<file path="src/rtl/video_scale_near_param.sv">
// Nearest-neighbour video downscaler: a sequential divider derives Q(FRAC) step factors for each frame,
// then input pixels whose coordinates hit the step accumulators are forwarded with sof/eol markers.
module video_scale_near_param #(
  parameter int DW    = 24,
  parameter int RES_W = 16,
  parameter int FRAC  = 16
) (
  input  logic             vin_clk,
  input  logic             rst_n,
  input  logic             frame_vs,
  input  logic [RES_W-1:0] vin_xres,
  input  logic [RES_W-1:0] vin_yres,
  input  logic [RES_W-1:0] vout_xres,
  input  logic [RES_W-1:0] vout_yres,
  input  logic [DW-1:0]    vin_dat,
  input  logic             vin_valid,
  output logic             vin_ready,
  output logic [DW-1:0]    vout_dat,
  output logic             vout_valid,
  input  logic             vout_ready,
  output logic             vout_sof,
  output logic             vout_eol,
  output logic             cfg_err,
  output logic             busy
);

  localparam int AW = RES_W + FRAC;
  localparam int CW = $clog2(AW);
  localparam logic [CW-1:0] LAST_BIT = CW'(AW - 1);

  typedef enum logic [2:0] {IDLE, CALC, RUN, DONE, ERR} state_t;

  state_t           state_q, state_d;
  logic             vs_q, vs_d;
  logic [RES_W-1:0] xin_q, xin_d, yin_q, yin_d, xout_q, xout_d, yout_q, yout_d;
  logic [AW-1:0]    qx_q, qx_d, qy_q, qy_d, rx_q, rx_d, ry_q, ry_d;
  logic [AW-1:0]    step_x_q, step_x_d, step_y_q, step_y_d;
  logic [AW-1:0]    acc_x_q, acc_x_d, acc_y_q, acc_y_d;
  logic [CW-1:0]    cnt_q, cnt_d;
  logic [RES_W-1:0] vin_x_q, vin_x_d, vin_y_q, vin_y_d, ox_q, ox_d;
  logic             first_q, first_d;
  logic [DW-1:0]    vout_dat_q, vout_dat_d;
  logic             vout_valid_q, vout_valid_d, vout_sof_q, vout_sof_d, vout_eol_q, vout_eol_d;

  logic          vs_rise, beat, row_kept, kept, line_end, frame_end, cfg_bad;
  logic [AW-1:0] rx_n, qx_n, ry_n, qy_n;

  // One restoring-division step: the quotient register doubles as the dividend shifter.
  function automatic logic [2*AW-1:0] div_step(input logic [AW-1:0] rem,
                                                input logic [AW-1:0] quo,
                                                input logic [RES_W-1:0] dvs);
    logic [AW-1:0] sh;
    logic [AW-1:0] d;
    sh = {rem[AW-2:0], quo[AW-1]};
    d  = AW'(dvs);
    if (sh >= d) return {sh - d, quo[AW-2:0], 1'b1};
    else         return {sh, quo[AW-2:0], 1'b0};
  endfunction

  assign {rx_n, qx_n} = div_step(rx_q, qx_q, xout_q);
  assign {ry_n, qy_n} = div_step(ry_q, qy_q, yout_q);

  assign vs_rise   = frame_vs & ~vs_q;
  assign vin_ready = (state_q == RUN) ? (~vout_valid_q | vout_ready)
                                      : ((state_q == DONE) || (state_q == ERR));
  assign beat      = vin_valid & vin_ready;
  assign row_kept  = (acc_y_q[FRAC +: RES_W] == vin_y_q);
  assign kept      = row_kept && (acc_x_q[FRAC +: RES_W] == vin_x_q);
  assign line_end  = (vin_x_q == xin_q - RES_W'(1));
  assign frame_end = line_end && (vin_y_q == yin_q - RES_W'(1));
  assign cfg_bad   = (vout_xres == '0) || (vout_yres == '0) ||
                     (vout_xres > vin_xres) || (vout_yres > vin_yres);

  assign vout_dat   = vout_dat_q;
  assign vout_valid = vout_valid_q;
  assign vout_sof   = vout_sof_q;
  assign vout_eol   = vout_eol_q;
  assign cfg_err    = (state_q == ERR);
  assign busy       = (state_q == CALC) || (state_q == RUN);

  always_comb begin
    state_d      = state_q;
    vs_d         = frame_vs;
    xin_d        = xin_q;
    yin_d        = yin_q;
    xout_d       = xout_q;
    yout_d       = yout_q;
    qx_d         = qx_q;
    qy_d         = qy_q;
    rx_d         = rx_q;
    ry_d         = ry_q;
    step_x_d     = step_x_q;
    step_y_d     = step_y_q;
    acc_x_d      = acc_x_q;
    acc_y_d      = acc_y_q;
    cnt_d        = cnt_q;
    vin_x_d      = vin_x_q;
    vin_y_d      = vin_y_q;
    ox_d         = ox_q;
    first_d      = first_q;
    vout_dat_d   = vout_dat_q;
    vout_valid_d = vout_valid_q;
    vout_sof_d   = vout_sof_q;
    vout_eol_d   = vout_eol_q;

    // An accepted output retires; a stalled one holds everything.
    if (vout_ready) begin
      vout_valid_d = 1'b0;
      vout_sof_d   = 1'b0;
      vout_eol_d   = 1'b0;
    end

    case (state_q)
      CALC: begin
        qx_d  = qx_n;
        rx_d  = rx_n;
        qy_d  = qy_n;
        ry_d  = ry_n;
        cnt_d = cnt_q + CW'(1);
        if (cnt_q == LAST_BIT) begin
          step_x_d = qx_n;
          step_y_d = qy_n;
          state_d  = RUN;
        end
      end
      RUN: begin
        if (beat) begin
          if (kept) begin
            vout_dat_d   = vin_dat;
            vout_valid_d = 1'b1;
            vout_sof_d   = first_q;
            vout_eol_d   = (ox_q == xout_q - RES_W'(1));
            first_d      = 1'b0;
            ox_d         = ox_q + RES_W'(1);
            acc_x_d      = acc_x_q + step_x_q;
          end
          if (line_end) begin
            vin_x_d = '0;
            acc_x_d = '0;
            ox_d    = '0;
            vin_y_d = vin_y_q + RES_W'(1);
            if (row_kept) acc_y_d = acc_y_q + step_y_q;
            if (frame_end) state_d = DONE;
          end else begin
            vin_x_d = vin_x_q + RES_W'(1);
          end
        end
      end
      default: ;
    endcase

    // A new frame overrides whatever the current state was doing, including a held output.
    if (vs_rise) begin
      xin_d        = vin_xres;
      yin_d        = vin_yres;
      xout_d       = vout_xres;
      yout_d       = vout_yres;
      qx_d         = {vin_xres, FRAC'(0)};
      qy_d         = {vin_yres, FRAC'(0)};
      rx_d         = '0;
      ry_d         = '0;
      cnt_d        = '0;
      acc_x_d      = '0;
      acc_y_d      = '0;
      vin_x_d      = '0;
      vin_y_d      = '0;
      ox_d         = '0;
      first_d      = 1'b1;
      vout_valid_d = 1'b0;
      vout_sof_d   = 1'b0;
      vout_eol_d   = 1'b0;
      state_d      = cfg_bad ? ERR : CALC;
    end
  end

  always_ff @(posedge vin_clk or negedge rst_n) begin
    if (!rst_n) begin
      state_q      <= IDLE;
      vs_q         <= 1'b0;
      xin_q        <= '0;
      yin_q        <= '0;
      xout_q       <= '0;
      yout_q       <= '0;
      qx_q         <= '0;
      qy_q         <= '0;
      rx_q         <= '0;
      ry_q         <= '0;
      step_x_q     <= '0;
      step_y_q     <= '0;
      acc_x_q      <= '0;
      acc_y_q      <= '0;
      cnt_q        <= '0;
      vin_x_q      <= '0;
      vin_y_q      <= '0;
      ox_q         <= '0;
      first_q      <= 1'b0;
      vout_dat_q   <= '0;
      vout_valid_q <= 1'b0;
      vout_sof_q   <= 1'b0;
      vout_eol_q   <= 1'b0;
    end else begin
      state_q      <= state_d;
      vs_q         <= vs_d;
      xin_q        <= xin_d;
      yin_q        <= yin_d;
      xout_q       <= xout_d;
      yout_q       <= yout_d;
      qx_q         <= qx_d;
      qy_q         <= qy_d;
      rx_q         <= rx_d;
      ry_q         <= ry_d;
      step_x_q     <= step_x_d;
      step_y_q     <= step_y_d;
      acc_x_q      <= acc_x_d;
      acc_y_q      <= acc_y_d;
      cnt_q        <= cnt_d;
      vin_x_q      <= vin_x_d;
      vin_y_q      <= vin_y_d;
      ox_q         <= ox_d;
      first_q      <= first_d;
      vout_dat_q   <= vout_dat_d;
      vout_valid_q <= vout_valid_d;
      vout_sof_q   <= vout_sof_d;
      vout_eol_q   <= vout_eol_d;
    end
  end

endmodule

</file>
<file path="config.mk">
export PLATFORM = sky130hd
export DESIGN_NAME = video_scale_near_param
export DESIGN_NICKNAME = d
export VERILOG_FILES = /design/src/rtl/video_scale_near_param.sv
export SDC_FILE = /design/constraint.sdc
export NUM_CORES = 1
export LEC_CHECK = 0
export CAP_MARGIN = 20
export CORE_UTILIZATION = 51
export DETAILED_ROUTE_END_ITERATION = 10
export PLACE_DENSITY = 0.67
export SLEW_MARGIN = 20
export SYNTH_ARGS = -nofsm -noshare
export SYNTH_HDL_FRONTEND = slang
export SYNTH_SLANG_ARGS = --single-unit
</file>
<file path="constraint.sdc">
create_clock -name vin_clk -period 8.4 [get_ports vin_clk]
set_input_delay 1.26 -clock vin_clk [delete_from_list [all_inputs] [get_ports vin_clk]]
set_output_delay 1.26 -clock vin_clk [all_outputs]
set_load 0.05 [all_outputs]
</file>
* Yosys cells after proc, flatten, opt, wreduce, memory -nomap -nowiden
Index checks and enable logic that the tools add are counted.
** Operators by class
- Bitwise logic cells :: 5
- Multipliers :: 0
- Div/mod/pow operators :: 0
- Add/sub/neg operators :: 11
- Equal/unequal tests :: 14
- Shifts and indexed selects :: 0
- Reductions and logical operators :: 25
- Magnitude comparators :: 4
- Multiplexer cells :: 62
** Operator list (number)
- $mux 32 :: 14
- $mux 16 :: 13
- $mux 63 :: 2
- $mux 31 :: 4
- $eq 16x16->1 :: 5
- $add 32x32->32 :: 2
- $ge 32x16->1 :: 2
- $sub 31x16->31 :: 2
- $add 16x1->16 const B :: 3
- $sub 16x1->16 const B :: 3
- $gt 16x16->1 :: 2
- $logic_not 16->1 :: 2
- $mux 1 :: 20
- $mux 3 :: 6
- $reduce_and 3->1 :: 4
- $reduce_bool 2->1 :: 6
- $mux 5 :: 2
- $ne 3x3->1 const B :: 3
- $eq 3x2->1 const B :: 2
- $pmux 3 s2 :: 1
- $reduce_bool 3->1 :: 2
- $add 5x1->5 const B :: 1
- $eq 5x5->1 const B :: 1
- $logic_or 1x1->1 :: 5
- other kinds (10) :: 14
** Word-level totals
- Word-level logic and storage cells :: 144
- Bits in read-only memories :: 0
- Bits in latches :: 0
- Output and inout bits :: 30
- Bits of input ports :: 93
- Memory bits (writable) :: 0
- Memories :: 0
- Bits in registers :: 403

* Logic depth before layout (Yosys ltp)
- Depth in word-level cells :: 8
- Gate-level depth with buffers :: 14
- Gate-level depth less buffers :: 13

* Worst setup path before layout
No wires, ideal clock.
- Path kind :: reg-to-output
- Start :: reg state_q[0]
- End :: out vin_ready
- Buffers on the path :: 1
- Data arrival time :: 2300 ps
- Path slack :: 4840 ps
- Required time :: 7140 ps
- Stages on the path, launching flop included :: 4
- Cell sequence :: dfrtp_1 clkbuf_1 nor3b_1 o21bai_1
** Between the ends
- Word-level cells in the longest chain between the ends :: 3
- Elaborated cells between the ends (all ways) :: 5
- Classes of those cells :: eq/ne: 3; mux: 1; reduce/logical: 1
** Ends and longest elaborated chain
- start, declared :: RTL line 33 : state_t state_q, state_d;
- start signal, assigned :: RTL line 202 : state_q <= state_d;
- $eq 3x3->1
- named net cfg_err :: RTL line 23 : output logic cfg_err,
- $logic_or 1x1->1 :: RTL line 65 : : ((state_q == DONE) || (state_q == ERR));
- $mux 1 :: RTL line 64 : assign vin_ready = (state_q == RUN) ? (~vout_valid_q | vout_ready)
- end, declared :: RTL line 17 : output logic vin_ready,
The timed path passes the listed nets, and every way through them passes these cells.

* Final worst setup path
- Start :: in vout_ready
- End :: out vin_ready
** Between the ends
- Word-level cells in the longest chain between the ends :: 2
** Ends and longest elaborated chain
- start, declared :: RTL line 20 : input logic vout_ready,
- $or 1x1->1 :: RTL line 64
- $mux 1 :: RTL line 64
Every way passes these cells.

==> impl_metrics.ini <==
[status]
status = complete, but fails checks
violations = design-rule violations

[finish]
diodes = 0
seq_area_um2 = 10100
multi_input_area_um2 = 13300
drive_gt1_share_pct = 7.58
nets = 2926
finish.instance_area_um2 = 27500
nFillCells = 4120
area_growth_pct = 13.0

[synth]
synth_nets = 2873
ys_async_sr_fraction_pct = 100
netlist_instances = 2642
ys_types = 78
synth_ff_type = dfrtp_1
synth_area_um2 = 24300
syn_area_per_cell_um2 = 9.20
synth-seq-area-share_pct = 41.5
synth_edf_count = 0
ys.warnings.count = 0
synth-seq-cells = 403

[cts]
numCtsBuffers = 46
clk_latency_ns = 0.58
cts_root_buf = clkbuf_16
cts_max_level = 2
post_cts_resized = 0
clock-sinks = 403
holdBufCountCts = 0
cts_setup_buffers = 0
path_clk_slew_ns = 0.06
cts_tree = done
clk_path_buf_depth = 3

[worst_setup_path]
slowest_delay_ns = 0.85
startpoint_type = input pin
crit_family = buffers and inverters
slowest_stage = clkdlybuf4s50_1
critPathBufInv = 2
path_max_fanout = 3
cp_cell_sequence = clkdlybuf4s50_1 -> nand2b_1 -> o21ai_0 -> o21bai_1 -> clkdlybuf4s50_1
endpoint_kind = primary output
worstSetupPathType = in2out
cp_data_arrival_time_ns = 3.14
path_common_cell = clkdlybuf4s50_1
crit_required_ns = 7.14

[power_and_ir_drop]
vdd_ir_drop_max_uv = 238
internal_power_uw = 4250
p_leak_uw = 0.0128
p_seq_share_pct = 38.0
p_sw_share_pct = 33.7
switching_power_uw = 2160
clockPowerShare_pct = 31.9
power_frac_comb_pct = 30.0
p_per_area_nw_per_um2 = 233

[place]
hpwlAfterDp_mm = 42.9
gp_congestion = 0.907
numPortBuffers = 122
dpl_cell_area_um2 = 26000

[timing]
skew_ns = 0.00977
hold_viol_final = 0
setup_viol = 0
tightest_slew_ns = 1.07
hold_slack_ns = 0.488
rsz0062_at_grt = no
max_freq_mhz = 227
tns_ns = 0
period_minus_slack_ns = 4.40
drv_slew = 0
slew_headroom_pct = 28.7
period_share_pct = 52.4

[floorplanning]
design.portCount = 123
initial_core_util_pct = 52.0
die_area_um2 = 48600
core_um2 = 46800
rows = 79
die_x_um = 220
fp.dieH_um = 220

[job]
cap_violations = 0

[drt]
viasPerCell = 5.87
drt_iter0_drc = 1369
wl_per_cell_um = 18.4
drc = 1
drt-total-wl_mm = 61.3
vias = 19600
ant_nets = 0
drt_pass1_iterations = 8

[grt]
grt_antenna_before_repair = 0
grt_use_met1_pct = 35.4
use_met3_pct = 2.97
grt_pass1_wl_mm = 101
grt_pass1_vias = 19400
grt_max_degree = 180
grt_use_total_pct = 25.9
use_met2_pct = 42.3
overflow = 0
grt_busiest_layer = met2

[hold_path]
hold_path.class = reg2reg
worst register-to-register path, stage by stage (launching register included):
cell and delay, ns:
dfrtp_1 0.48, or4_1 0.73, nor4_4 0.52, a21oi_1 0.17
a2111oi_0 0.49, or3b_1 0.55, a21oi_2 0.20, nor2_2 0.19
buf_4 0.34, or4_1 0.49, nand2_1 0.07
synthesized netlist by cell type (8+ instances only):
| cell | count | area share [%] |
|---|---|---|
| mux2_2 | 88 | 4.1 |
| a21oi_1 | 184 | 3.8 |
| nor3b_1 | 9 | 0.28 |
| o21ai_0 | 210 | 4.3 |
| and3_1 | 20 | 0.51 |
| nand2_1 | 343 | 5.3 |
| ha_1 | 134 | 6.9 |
| nor3_1 | 27 | 0.56 |
| buf_1 | 8 | 0.12 |
| o21a_1 | 19 | 0.59 |
| nand3_1 | 35 | 0.72 |
| xnor2_1 | 141 | 5.1 |
| inv_1 | 105 | 1.6 |
| xor2_1 | 96 | 3.5 |
| nor2_1 | 192 | 3.0 |
| a311oi_1 | 12 | 0.43 |
| o21bai_1 | 10 | 0.31 |
| a211oi_1 | 38 | 1.2 |
| or4_1 | 10 | 0.31 |
| o31ai_1 | 9 | 0.28 |
| clkbuf_1 | 114 | 1.8 |
| or3_1 | 25 | 0.64 |
| mux2i_1 | 60 | 2.5 |
| a21o_1 | 65 | 2.0 |
| o211ai_1 | 16 | 0.49 |
| nor4_1 | 37 | 0.95 |
| nor2b_1 | 23 | 0.59 |
| nand2b_1 | 24 | 0.62 |
| dfrtp_1 | 403 | 41 |
| a31oi_1 | 19 | 0.49 |
| nand4_1 | 43 | 1.1 |
through the flow:
stage | util, % | worst slack (ns) | instances | power (uW)
after global routing | 58.8 | 3.95 | 3337 | 6800
after CTS | 58.8 | 4.02 | 3337 | 6450
after detailed placement | 55.5 | 3.80 | 3254 | 4370
final | 58.8 | 4.00 | 3337 | 6410
after floorplan | - | 4.84 | 2642 | 3870
after global placement | 55.5 | 3.84 | 3254 | 4320
cell usage in the layout (no fill, tap or decap), types with 23 or more instances in the layout:
| master | netlist | routed |
|---|---|---|
| a211oi_1 | 38 | 38 |
| a21o_1 | 65 | 65 |
| a21oi_1 | 184 | 184 |
| clkbuf_16 | 0 | 49 |
| clkdlybuf4s50_1 | 0 | 121 |
| dfrtp_1 | 403 | 403 |
| ha_1 | 134 | 134 |
| inv_1 | 105 | 105 |
| mux2_2 | 88 | 88 |
| mux2i_1 | 60 | 60 |
| nand2_1 | 343 | 343 |
| nand2b_1 | 24 | 23 |
| nand3_1 | 35 | 35 |
| nand4_1 | 43 | 43 |
| nor2_1 | 192 | 190 |
| nor3_1 | 27 | 27 |
| nor4_1 | 37 | 37 |
| o21ai_0 | 210 | 210 |
| or3_1 | 25 | 25 |
| xnor2_1 | 141 | 141 |
| xor2_1 | 96 | 96 |
kinds of logic (layout without fill, tap and decap cells):
group,after synthesis,in the layout,synth area share [%]
simple gates,837,837,16.4
compound gates,643,643,16.1
flops,403,403,41.5
xor+xnor,237,237,8.54
buf+inv,235,323,3.74
mux,149,149,6.59
fa+ha+maj,138,138,7.22
final timing paths:
check,start,end,slack [ns],cells after the start
worst max-delay path,vout_ready,vin_ready,4.00,5
worst min-delay path,first_q,first_q,0.49,1
worst max register to register,xin_q[3],ox_q[15],4.12,10
worst min register to register,first_q,first_q,0.49,1
max in group asynchronous,rst_n,acc_y_q[2],6.32,2
min in group asynchronous,rst_n,qx_q[23],0.68,1
registers in the layout, indices dropped and copies added, names as in the netlist, 24 cells and up:
signal and flops:
acc_x_q 32, acc_y_q 32, qx_q 32, qy_q 32, rx_q 31, ry_q 31
step_x_q 32, step_y_q 32, vout_dat 24
power groups by stage:
stage               registers (uW)  clock network [uW]  logic (uW)
finish                        2440                2050        1920
global route                  2470                2170        2160
CTS                           2430                2090        1920
detailed placement            2460                   0        1910
global placement              2450                   0        1870
floorplan                     2420                   0        1450
metal layers:
layer / share of wire, % / up-vias
met4: 2.9 / 0
met5: 0 / -
met3: 4.0 / 125
met2: 47 / 427
li1: - / 9434
met1: 46 / 9615
cell type report:
class                           count  share of cell area, %
Clock buffer                       64                   4.81
Clock inverter                     19                  0.760
Inverter                          105                   1.43
Multi-Input combinational cell   2004                   48.5
Sequential cell                   403                   36.7
Tap cell                          607                   2.76
Timing Repair Buffer              135                   5.00
Power figures use the tool's default switching activity.
